**src/rtl/uart_pkg.sv**
```systemverilog
// Shared definitions for the UART responder: state encodings for the TX and
// RX framers, frame geometry and the default CPU data bus width.
package uart_pkg;

  typedef enum logic [1:0] {
    ST_IDLE  = 2'd0,
    ST_START = 2'd1,
    ST_DATA  = 2'd2,
    ST_STOP  = 2'd3
  } uart_state_e;

  localparam int UART_DATA_BITS  = 8;
  localparam int UART_FRAME_BITS = 10;
  localparam int DATA_BUS_W      = 16;

endpackage

```
**src/rtl/uart_rx_core.sv**
```systemverilog
// UART receiver: 2-flop synchronizer on rxd, start-bit qualification,
// mid-bit sampling of 8 data bits (LSB first) and a stop-bit check.
// Ports:
//   clk, rst        system clock, synchronous active-high reset
//   rxd_i           asynchronous serial input, idle high
//   rx_valid_o      one-cycle pulse when a frame has completed
//   rx_byte_o       received byte, valid with rx_valid_o
//   rx_frame_err_o  qualifies rx_valid_o: stop bit was sampled low
module uart_rx_core
  import uart_pkg::*;
#(
  parameter int CLKS_PER_BIT = 16
) (
  input  logic       clk,
  input  logic       rst,
  input  logic       rxd_i,
  output logic       rx_valid_o,
  output logic [7:0] rx_byte_o,
  output logic       rx_frame_err_o
);

  localparam int CW = $clog2(CLKS_PER_BIT);
  localparam logic [CW-1:0] BAUD_LAST = CW'(CLKS_PER_BIT - 1);
  localparam logic [CW-1:0] BAUD_HALF = CW'(CLKS_PER_BIT / 2 - 1);
  localparam logic [CW-1:0] BAUD_ONE  = CW'(1);
  localparam logic [3:0]    BIT_LAST  = 4'(UART_DATA_BITS - 1);

  uart_state_e   state_q, state_d;
  logic [CW-1:0] baud_q, baud_d;
  logic [3:0]    bit_q, bit_d;
  logic [7:0]    shift_q, shift_d;
  logic          valid_q, valid_d;
  logic          ferr_q, ferr_d;
  logic          rx_meta_q, rx_sync_q, rx_prev_q;
  logic          fall;
  logic          baud_last;

  // Synchronizer plus one history flop for falling-edge detection
  always_ff @(posedge clk) begin
    if (rst) begin
      rx_meta_q <= 1'b1;
      rx_sync_q <= 1'b1;
      rx_prev_q <= 1'b1;
    end else begin
      rx_meta_q <= rxd_i;
      rx_sync_q <= rx_meta_q;
      rx_prev_q <= rx_sync_q;
    end
  end

  assign fall      = rx_prev_q & ~rx_sync_q;
  assign baud_last = (baud_q == BAUD_LAST);

  always_ff @(posedge clk) begin
    if (rst) state_q <= ST_IDLE;
    else     state_q <= state_d;
  end

  always_comb begin
    state_d = state_q;
    case (state_q)
      ST_IDLE:  if (fall) state_d = ST_START;
      // A start bit that is high again at mid-bit was a glitch
      ST_START: if (baud_q == BAUD_HALF) state_d = rx_sync_q ? ST_IDLE : ST_DATA;
      ST_DATA:  if (baud_last && bit_q == BIT_LAST) state_d = ST_STOP;
      ST_STOP:  if (baud_last) state_d = ST_IDLE;
      default:  state_d = ST_IDLE;
    endcase
  end

  always_comb begin
    baud_d  = baud_last ? '0 : baud_q + BAUD_ONE;
    bit_d   = bit_q;
    shift_d = shift_q;
    valid_d = 1'b0;
    ferr_d  = 1'b0;
    case (state_q)
      ST_IDLE: begin
        baud_d = '0;
        bit_d  = '0;
      end
      ST_START: begin
        bit_d = '0;
        // Restart the count at mid-bit so later samples land mid-bit too
        if (baud_q == BAUD_HALF) baud_d = '0;
      end
      ST_DATA: begin
        if (baud_last) begin
          shift_d = {rx_sync_q, shift_q[7:1]};
          bit_d   = bit_q + 4'd1;
        end
      end
      ST_STOP: begin
        if (baud_last) begin
          valid_d = 1'b1;
          ferr_d  = ~rx_sync_q;
        end
      end
      default: baud_d = '0;
    endcase
  end

  always_ff @(posedge clk) begin
    if (rst) begin
      baud_q  <= '0;
      bit_q   <= '0;
      valid_q <= 1'b0;
      ferr_q  <= 1'b0;
    end else begin
      baud_q  <= baud_d;
      bit_q   <= bit_d;
      valid_q <= valid_d;
      ferr_q  <= ferr_d;
    end
  end

  always_ff @(posedge clk) begin
    shift_q <= shift_d;
  end

  assign rx_valid_o     = valid_q;
  assign rx_byte_o      = shift_q;
  assign rx_frame_err_o = ferr_q;

endmodule

```
**src/rtl/uart_responder.sv**
```systemverilog
// Device-side model of the board UART as seen from the CPU port. Writes
// (wrn rising edge) load the transmit holding register, which is serialized
// on txd as 8N1; bytes received on rxd land in the receive buffer, readable
// on the bus while rdn is low.
// Ports:
//   clk, rst         system clock, synchronous active-high reset
//   bus_data_in      CPU write data, bits [7:0] used
//   bus_data_out     {zeros, RBR}
//   bus_data_oe      high while rdn is low
//   rdn, wrn         active-low read / write strobes
//   tbre, tsre       THR empty / transmit shifter empty
//   data_ready       RBR holds an unread byte
//   rx_overrun       sticky: unread byte was overwritten
//   txd, rxd         serial lines, idle high
module uart_responder
  import uart_pkg::*;
#(
  parameter int CLKS_PER_BIT = 16,
  parameter int DATA_W       = DATA_BUS_W
) (
  input  logic              clk,
  input  logic              rst,
  input  logic [DATA_W-1:0] bus_data_in,
  output logic [DATA_W-1:0] bus_data_out,
  output logic              bus_data_oe,
  input  logic              rdn,
  input  logic              wrn,
  output logic              tbre,
  output logic              tsre,
  output logic              data_ready,
  output logic              rx_overrun,
  output logic              txd,
  input  logic              rxd
);

  localparam int CW = $clog2(CLKS_PER_BIT);
  localparam logic [CW-1:0] BAUD_LAST = CW'(CLKS_PER_BIT - 1);
  localparam logic [CW-1:0] BAUD_ONE  = CW'(1);
  localparam logic [3:0]    BIT_LAST  = 4'(UART_DATA_BITS - 1);

  logic rdn_q, wrn_q;
  logic rd_rise, wr_rise;

  // Strobe history for rising-edge detection
  always_ff @(posedge clk) begin
    if (rst) begin
      rdn_q <= 1'b1;
      wrn_q <= 1'b1;
    end else begin
      rdn_q <= rdn;
      wrn_q <= wrn;
    end
  end

  assign rd_rise = rdn & ~rdn_q;
  assign wr_rise = wrn & ~wrn_q;

  // Upper bus bits carry no UART data
  logic unused_bus_hi;
  assign unused_bus_hi = ^bus_data_in[DATA_W-1:8];

  // ---------------- transmit path ----------------
  uart_state_e   tx_state_q, tx_state_d;
  logic [CW-1:0] tx_baud_q, tx_baud_d;
  logic [3:0]    tx_bit_q, tx_bit_d;
  logic [7:0]    tx_shift_q, tx_shift_d;
  logic [7:0]    thr_q;
  logic          txd_q, txd_d;
  logic          tsre_q, tsre_d;
  logic          tbre_q;
  logic          tx_load;
  logic          tx_last;

  assign tx_last = (tx_baud_q == BAUD_LAST);

  always_ff @(posedge clk) begin
    if (rst) tx_state_q <= ST_IDLE;
    else     tx_state_q <= tx_state_d;
  end

  always_comb begin
    tx_state_d = tx_state_q;
    case (tx_state_q)
      ST_IDLE:  if (!tbre_q) tx_state_d = ST_START;
      ST_START: if (tx_last) tx_state_d = ST_DATA;
      ST_DATA:  if (tx_last && tx_bit_q == BIT_LAST) tx_state_d = ST_STOP;
      // A pending byte at the end of STOP starts the next frame with no gap
      ST_STOP:  if (tx_last) tx_state_d = tbre_q ? ST_IDLE : ST_START;
      default:  tx_state_d = ST_IDLE;
    endcase
  end

  always_comb begin
    tx_load    = 1'b0;
    txd_d      = txd_q;
    tsre_d     = tsre_q;
    tx_shift_d = tx_shift_q;
    tx_bit_d   = tx_bit_q;
    tx_baud_d  = tx_last ? '0 : tx_baud_q + BAUD_ONE;
    case (tx_state_q)
      ST_IDLE: begin
        tx_baud_d = '0;
        tx_bit_d  = '0;
        tx_load   = ~tbre_q;
      end
      ST_START: begin
        if (tx_last) begin
          txd_d      = tx_shift_q[0];
          tx_shift_d = tx_shift_q >> 1;
          tx_bit_d   = '0;
        end
      end
      ST_DATA: begin
        if (tx_last) begin
          if (tx_bit_q == BIT_LAST) begin
            txd_d = 1'b1;
          end else begin
            txd_d      = tx_shift_q[0];
            tx_shift_d = tx_shift_q >> 1;
            tx_bit_d   = tx_bit_q + 4'd1;
          end
        end
      end
      ST_STOP: begin
        if (tx_last) begin
          if (!tbre_q) tx_load = 1'b1;
          else         tsre_d  = 1'b1;
        end
      end
      default: tx_baud_d = '0;
    endcase
    if (tx_load) begin
      txd_d      = 1'b0;
      tsre_d     = 1'b0;
      tx_shift_d = thr_q;
      tx_baud_d  = '0;
    end
  end

  always_ff @(posedge clk) begin
    if (rst) begin
      tx_baud_q <= '0;
      tx_bit_q  <= '0;
      txd_q     <= 1'b1;
      tsre_q    <= 1'b1;
      tbre_q    <= 1'b1;
    end else begin
      tx_baud_q <= tx_baud_d;
      tx_bit_q  <= tx_bit_d;
      txd_q     <= txd_d;
      tsre_q    <= tsre_d;
      // Commit and load are exclusive: commit needs tbre=1, load needs tbre=0
      if (wr_rise && tbre_q) tbre_q <= 1'b0;
      else if (tx_load)      tbre_q <= 1'b1;
    end
  end

  always_ff @(posedge clk) begin
    tx_shift_q <= tx_shift_d;
    if (wr_rise && tbre_q) thr_q <= bus_data_in[7:0];
  end

  // ---------------- receive path ----------------
  logic       rx_valid;
  logic       rx_frame_err;
  logic [7:0] rx_byte;
  logic       rx_commit;
  logic [7:0] rbr_q;
  logic       dr_q, ovr_q;

  uart_rx_core #(
    .CLKS_PER_BIT (CLKS_PER_BIT)
  ) u_rx (
    .clk            (clk),
    .rst            (rst),
    .rxd_i          (rxd),
    .rx_valid_o     (rx_valid),
    .rx_byte_o      (rx_byte),
    .rx_frame_err_o (rx_frame_err)
  );

  assign rx_commit = rx_valid & ~rx_frame_err;

  always_ff @(posedge clk) begin
    if (rst) begin
      rbr_q <= '0;
      dr_q  <= 1'b0;
      ovr_q <= 1'b0;
    end else if (rx_commit) begin
      rbr_q <= rx_byte;
      dr_q  <= 1'b1;
      // A read completing in this cycle consumed the old byte, so no overrun
      ovr_q <= rd_rise ? 1'b0 : (ovr_q | dr_q);
    end else if (rd_rise) begin
      dr_q  <= 1'b0;
      ovr_q <= 1'b0;
    end
  end

  assign bus_data_out = {{(DATA_W-8){1'b0}}, rbr_q};
  assign bus_data_oe  = ~rdn;
  assign tbre         = tbre_q;
  assign tsre         = tsre_q;
  assign txd          = txd_q;
  assign data_ready   = dr_q;
  assign rx_overrun   = ovr_q;

endmodule

```
**config.mk**
```make
export PLATFORM = sky130hd
export DESIGN_NAME = uart_responder
export DESIGN_NICKNAME = d
export VERILOG_FILES = /design/src/rtl/uart_pkg.sv /design/src/rtl/uart_rx_core.sv /design/src/rtl/uart_responder.sv
export SDC_FILE = /design/constraint.sdc
export NUM_CORES = 1
export LEC_CHECK = 0
export CAP_MARGIN = 20
export CELL_PAD_IN_SITES_DETAIL_PLACEMENT = 1
export CELL_PAD_IN_SITES_GLOBAL_PLACEMENT = 1
export CORE_ASPECT_RATIO = 0.75
export CORE_MARGIN = 1
export CORE_UTILIZATION = 41
export DETAILED_ROUTE_END_ITERATION = 10
export PLACE_DENSITY = 0.83
export SETUP_SLACK_MARGIN = 0.02
export SYNTH_ARGS = -nofsm -noshare
export SYNTH_HDL_FRONTEND = slang
export SYNTH_SLANG_ARGS = --single-unit
```
**constraint.sdc**
```tcl
create_clock -name clk -period 2.3 [get_ports clk]
set_input_delay 0.23 -clock clk [delete_from_list [all_inputs] [get_ports clk]]
set_output_delay 0.23 -clock clk [all_outputs]
set_load 0.03 [all_outputs]
```
# [After elaboration in Yosys (flattened, before gate mapping)]
# Index checks and enable logic that the tools add are counted.
[totals] inputBits=21 output_inout_bits=22 reg_bits=64 mem_bits_ro=0 memories=0 ram_bits=0 latch_bits=0
[classes] n_eq_ne=25 bitwise=13 add_sub_neg=4 mux=45 div_mod_pow=0 shifts=0 multipliers=0 reduce_logical=25 magnitude_cmp=0
[op_table] op="8-bit 2-to-1 mux" n=4
[op_table] op="4-bit 2-to-1 mux" n=6
[op_table] op="1-bit 2-to-1 mux" n=18
[op_table] op="2-bit 2-to-1 mux" n=9
[op_table] op="4-bit by 1-bit adder with 4-bit output (second input constant)" n=4
[op_table] op="2-bit case mux with 4 select lines" n=2
[op_table] op="4-bit case mux with 2 select lines" n=2
[op_table] op="8-bit case mux with 2 select lines" n=1
[op_table] op="4-bit AND reduction" n=4
[op_table] op="4-bit by 3-bit == test with 1-bit output (second input constant)" n=3
[op_table] op="2-bit inequality test (second input constant)" n=6
[op_table] op="4-bit case mux with 3 select lines" n=1
[op_table] op="2-bit nonzero test" n=6
[op_table] op="2-bit by 1-bit inequality test with 1-bit output (second input constant)" n=5
[op_table] op="3-bit inequality test (second input constant)" n=3
[op_table] op="2-bit == test (second input constant)" n=4
[op_table] op="4-bit == test (second input constant)" n=2
[op_table] op="1-bit NOT" n=8
[op_table] op="3-bit AND reduction" n=2
[op_table] op="3-bit nonzero test" n=2
[op_table] op="1-bit bitwise AND" n=4
[op_table] op="2-bit by 1-bit == test with 1-bit output (second input constant)" n=2
[op_table] op="2-bit logical NOT" n=2
[op_table] op="1-bit case mux with 2 select lines" n=2
[op_table] op="other kinds (6)" n=10

# [Logic depth before layout (Yosys ltp)]
[depth] depth_word=5 depth_mapped=6 ltp_nobuf=6

# [By module]
# From an unflattened synthesis, not the netlist that was laid out.
[hier_totals] hier_cells=234 hier_area_um2=2636.3
[by_module_without_submodules] module="uart_responder" n_inst=1 cells_each=164 area_each_um2=1775.5 seq_area_each_um2=980.9
[by_module_without_submodules] module="uart_rx_core" n_inst=1 cells_each=70 area_each_um2=860.8 seq_area_each_um2=540.5

# [Worst setup path before layout]
# Ideal clock, no wire load.
[synth_path] path_type="flip-flop to flip-flop" from="register tbre_q, in the netlist tbre" to="register thr_q[0], enable pin" path_stages_with_launch=3 n_path_buf=0 t_arrival_ns=1.468 period_less_slack_ns=1.856 path_slack_ns=0.444 path_cell_list="dfxtp_1 inv_1 nor3b_1"
[synth_between] elab_chain_cells=1
[synth_lines] element="start: declaration" line="uart_responder.sv:70" source="logic tbre_q;"
[synth_lines] element="start signal: assignment" line="uart_responder.sv:146" source="tbre_q <= 1'b1;"
[synth_lines] element="start signal: assignment" line="uart_responder.sv:153" source="if (wr_rise && tbre_q) tbre_q <= 1'b0;"
[synth_lines] element="start signal: assignment" line="uart_responder.sv:154" source="else if (tx_load) tbre_q <= 1'b1;"
[synth_lines] element="1-bit logical AND" line="uart_responder.sv:160" source="if (wr_rise && tbre_q) thr_q <= bus_data_in[7:0];"
[synth_lines] element="end signal: assignment" line="uart_responder.sv:160"
[synth_lines] element="end: declaration" line="uart_responder.sv:67" source="logic [7:0] thr_q;"
# No other way between the ends.
# A chain may end at the register's enable or synchronous reset.

# [Final worst setup path]
[layout_path] from="register tx_baud_q[0]" to="register tx_shift_q[6] (data pin)"
[layout_between] elab_chain_cells=4
[layout_lines] element="start: declaration" line="uart_responder.sv:64" source="logic [CW-1:0] tx_baud_q, tx_baud_d;"
[layout_lines] element="start signal: assignment" line="uart_responder.sv:148" source="tx_baud_q <= tx_baud_d;"
[layout_lines] element="4-bit == test" line="uart_responder.sv:74" source="assign tx_last = (tx_baud_q == BAUD_LAST);"
[layout_lines] element="1-bit 2-to-1 mux" line="uart_responder.sv:125" source="if (tx_last) begin"
[layout_lines] element="1-bit case mux with 2 select lines" line="uart_responder.sv:100" source="case (tx_state_q)"
[layout_lines] element="8-bit 2-to-1 mux" line="uart_responder.sv:132" source="if (tx_load) begin"
[layout_lines] element="named net tx_shift_d[6]" line="uart_responder.sv:66" source="logic [7:0] tx_shift_q, tx_shift_d;"
[layout_lines] element="end signal: assignment" line="uart_responder.sv:159" source="tx_shift_q <= tx_shift_d;"
[layout_lines] element="end: declaration" line="uart_responder.sv:66"
# The timed path passes the listed nets, and every way through them passes these cells.

==> run_results.csv <==
group,metric,value,unit
outcome,status,"complete, no violations",
synthesis,synth-adder-area-share,4.39,%
cells_and_area,nets,293,
placed_design,port_buffers,26,
floorplan,num_rows,24,
floorplan,pin_count,43,
worst_setup_path,cp.required,2.38,ns
cells_and_area,final_area,3090,sq um
clocking,post_cts_resized,0,
synthesis,synth_warnings,0,
synthesis,synth_top_area_share,31.3,%
cells_and_area,fill_cells,643,
placed_design,place_congestion,0.775,
synthesis,synth_top_family_by_area,"simple AND/OR/NAND/NOR gates",
cells_and_area,area_growth,20.5,%
drt,drt_iter0_markers,58,
worst_setup_path,slowest_stage,"mux2_2",
synthesis,synth-edff-count,24,
global_route,grt_start_max_net_pins,18,
hold_path,hp-class,"reg -> reg",
sta,tightest_slew,0.643,ns
floorplan,die_w,93.3,microns
clocking,cts_hold_buf,0,
power_and_ir_drop,power.density,853,nW/um^2
clocking,clk_path_buf_depth,2,
worst_setup_path,arrival,2.15,ns
synthesis,synth_xor_area_share,2.73,%
worst_setup_path,r2r_slack,0.23,ns
global_route,grt_pass1_wl,8.34,mm
floorplan,coreArea,5920,sq um
synthesis,yosys-top-cells-area,"dfxtp_1 (31%), edfxtp_1 (28%), ha_1 (4.4%)",
drt,drc_errors,0,
sta,period_share,89.9,%
floorplan,start_util,43.3,%
sta,max_freq,0.484,GHz
worst_setup_path,timing.rr.end,"tx_shift_q[6]$_DFFE_PP_",
sta,relSlewSlack,57.0,%
clocking,htreeDepth,3,
cells_and_area,multi_input_area,942,sq um
synthesis,synth_area_leader_cell,"dfxtp_1",
clocking,cts.clk_slew.worst_paths,0.07,ns
floorplan,dieArea,6570,sq um
sta,finalClockSkew,0.00879,ns
drt,wire_per_inst,14.2,microns
sta,rsz0062_at_grt,"no",
synthesis,syn_area,2560,sq um
drt,drt_wl_total,4.91,mm
synthesis,ys_types,43,
worst_setup_path,worstReg2RegStart,"tx_baud_q[0]$_SDFF_PP0_",
cells_and_area,diodes,0,
sta,final-hold-violation-count,0,
power_and_ir_drop,switching_share,26.2,%
synthesis,syn_avg_cell_area,11.1,sq um
clocking,cts.sinks,64,
sta,setup_viol,0,
power_and_ir_drop,p_int,0.00194,W
power_and_ir_drop,p_sw,0.000691,W
power_and_ir_drop,p_clk_share,38.1,%
drt,via_per_inst,4.99,
sta,whs,0.417,ns
worst_setup_path,crit_start,"tx_baud_q[0]$_SDFF_PP0_",
placed_design,place_hpwl,3.44,mm
drt,num_vias,1726,
global_route,grt_overflow,0,
worst_setup_path,max_stage_delay,0.40,ns
worst_setup_path,end_kind,"flop",
job,cap_violations,0,
synthesis,synth_compound_area_share,8.25,%
power_and_ir_drop,p_leak,1.13,nW
global_route,grt_pass1_vias,1776,
cells_and_area,regArea,1520,sq um
clocking,clock_latency,0.34,ns
power_and_ir_drop,comb_power_share,14.2,%
synthesis,synthCells,231,
synthesis,synthSimpleGateAreaFrac,15.6,%
clocking,cts_setup_buffers,0,
hold_path,holdPathStages,1,
worst_setup_path,start_kind,"flop",
global_route,track_usage,16.9,%
worst_setup_path,path_max_fanout,10,
worst_setup_path,critPathKind,"reg -> reg",
power_and_ir_drop,ir_drop,0.427,mV
worst_setup_path,crit_chain,"ha_1, and3_1, a21oi_2, nor3_4, mux2_2",
synthesis,synth_ff_type,"dfxtp_1",
clocking,cts_tree,"built",
global_route,antenna_found_initial,0,
cells_and_area,drive_gt1_share,11.9,%
synthesis,synth_most_common_cell,"dfxtp_1",
sta,final_max_slew_viol_count,0,
clocking,cts_buffers,9,
synthesis,synthTopCellsByCount,"dfxtp_1 (40), nand2_1 (26), edfxtp_1 (24)",
floorplan,die_h,70.5,microns
synthesis,synthArstFlopShare,0,%
sta,setup_tns,0,ns
worst_setup_path,rr_worst_depth,5,
hold_path,min-delay-start,"u_rx.rx_meta_q$_SDFF_PP1_",
hold_path,whs_endpoint,"u_rx.rx_sync_q$_SDFF_PP1_",
clocking,root_buffer,"clkbuf_8",
drt,drt-pass1-iter-count,4,
synthesis,synth_mux_area_share,4.64,%
synthesis,yosysSeqAreaShare,59.4,%
sta,period_minus_slack,2.07,ns
cells_and_area,utilization,52.2,%
synthesis,ys_ff_latch,64,
power_and_ir_drop,power_frac_seq,47.6,%
placed_design,placed_cell_area,2870,sq um
drt,postRouteAntennaNets,0,
==> critical path, delay by kind of cell (launching register included) <==
| kind | cells | cell delay [ns] |
|---|---|---|
| AOI/OAI and AO/OA | 1 | 0.13 |
| adders and majority gates | 1 | 0.21 |
| DFF | 1 | 0.36 |
| muxes | 1 | 0.40 |
| and+or+nand+nor | 2 | 0.71 |
==> cell usage in the layout (no fill, tap or decap), types with 2 or more instances in the layout <==
cell type | Yosys | final
clkinvlp_4 | 0 | 2
a21o_1 | 2 | 2
and3_1 | 2 | 2
dfxtp_1 | 40 | 40
and3b_1 | 2 | 2
nor3_1 | 5 | 5
xor2_1 | 4 | 4
or2_2 | 4 | 4
conb_1 | 1 | 8
nand2_1 | 26 | 26
clkbuf_8 | 0 | 9
nand3_1 | 8 | 8
and2_1 | 3 | 3
or3_1 | 2 | 2
nor3b_1 | 2 | 2
a211oi_1 | 3 | 3
xnor2_1 | 4 | 4
buf_4 | 8 | 3
clkdlybuf4s50_1 | 0 | 26
nand2b_1 | 2 | 2
nand4_1 | 2 | 2
ha_1 | 9 | 9
o21ai_0 | 7 | 7
mux2_2 | 7 | 7
edfxtp_1 | 24 | 24
inv_1 | 8 | 8
nor2_1 | 19 | 19
mux2i_1 | 4 | 4
a21oi_1 | 12 | 12
==> per-stage QoR <==
stage                     total power (W)  setup WS (ns)  std cells
final                             0.00263          0.233        346
after global routing              0.00276         0.0986        346
after CTS                         0.00267          0.209        346
after detailed placement          0.00165          0.241        330
after global placement            0.00162          0.293        330
after floorplan                   0.00155          0.444        238
==> cell families (layout without fill, tap and decap cells) <==
group                      Yosys count  count (layout)
AOI/OAI and AO/OA                   34              34
DFF                                 64              64
xor gates and xnor gates             8               8
adders and majority gates            9               9
other                                1               8
and+or+nand+nor                     81              81
muxes                               11              11
buffers and inverters               23              53
==> sequential cells by signal, indices dropped and copies added, names as in the netlist, 2 cells and up, named ones only <==
name	flops
tx_bit_q	4
tx_state_q	2
tx_baud_q	4
u_rx.baud_q	4
thr_q	8
rbr_q	8
u_rx.bit_q	4
tx_shift_q	8
u_rx.rx_byte_o	8
==> layer usage <==
layer,GRT usage [%],up-vias,share of wire [%]
li1,-,851,-
met1,21.8,845,50
met2,26.3,27,47
met3,6.54,3,3.1
met4,4.62,0,0.47
met5,0,-,0
==> power groups by stage <==
stage | logic [W] | clock network, W | registers (W)
6_report | 0.000375 | 0.00100 | 0.00125
5_1_grt | 0.000412 | 0.00109 | 0.00126
2_1_floorplan | 0.000268 | 0 | 0.00128
3_5_place_dp | 0.000367 | 0 | 0.00128
3_3_place_gp | 0.000348 | 0 | 0.00128
4_1_cts | 0.000380 | 0.00103 | 0.00125
==> cell type report <==
type / count / share of cell area (%)
tap: 78 / 3.16
sequential: 64 / 49.3
clock buffer: 10 / 4.82
inverter: 8 / 0.972
multi-input combinational: 151 / 30.5
clock inverter: 6 / 2.11
timing repair buffer: 29 / 9.16
==> worst max-delay path by stage <==
| stage | end |
|---|---|
| 3_3_place_gp | tx_shift_q[4]$_DFFE_PP_ |
| 4_1_cts | tx_shift_q[6]$_DFFE_PP_ |
| 3_5_place_dp | tx_shift_q[6]$_DFFE_PP_ |
| 6_report | tx_shift_q[6]$_DFFE_PP_ |
| 5_1_grt | tx_shift_q[6]$_DFFE_PP_ |
| 2_1_floorplan | thr_q[0]$_DFFE_PP_ |
Note: power is estimated with default switching activity, not from simulation.
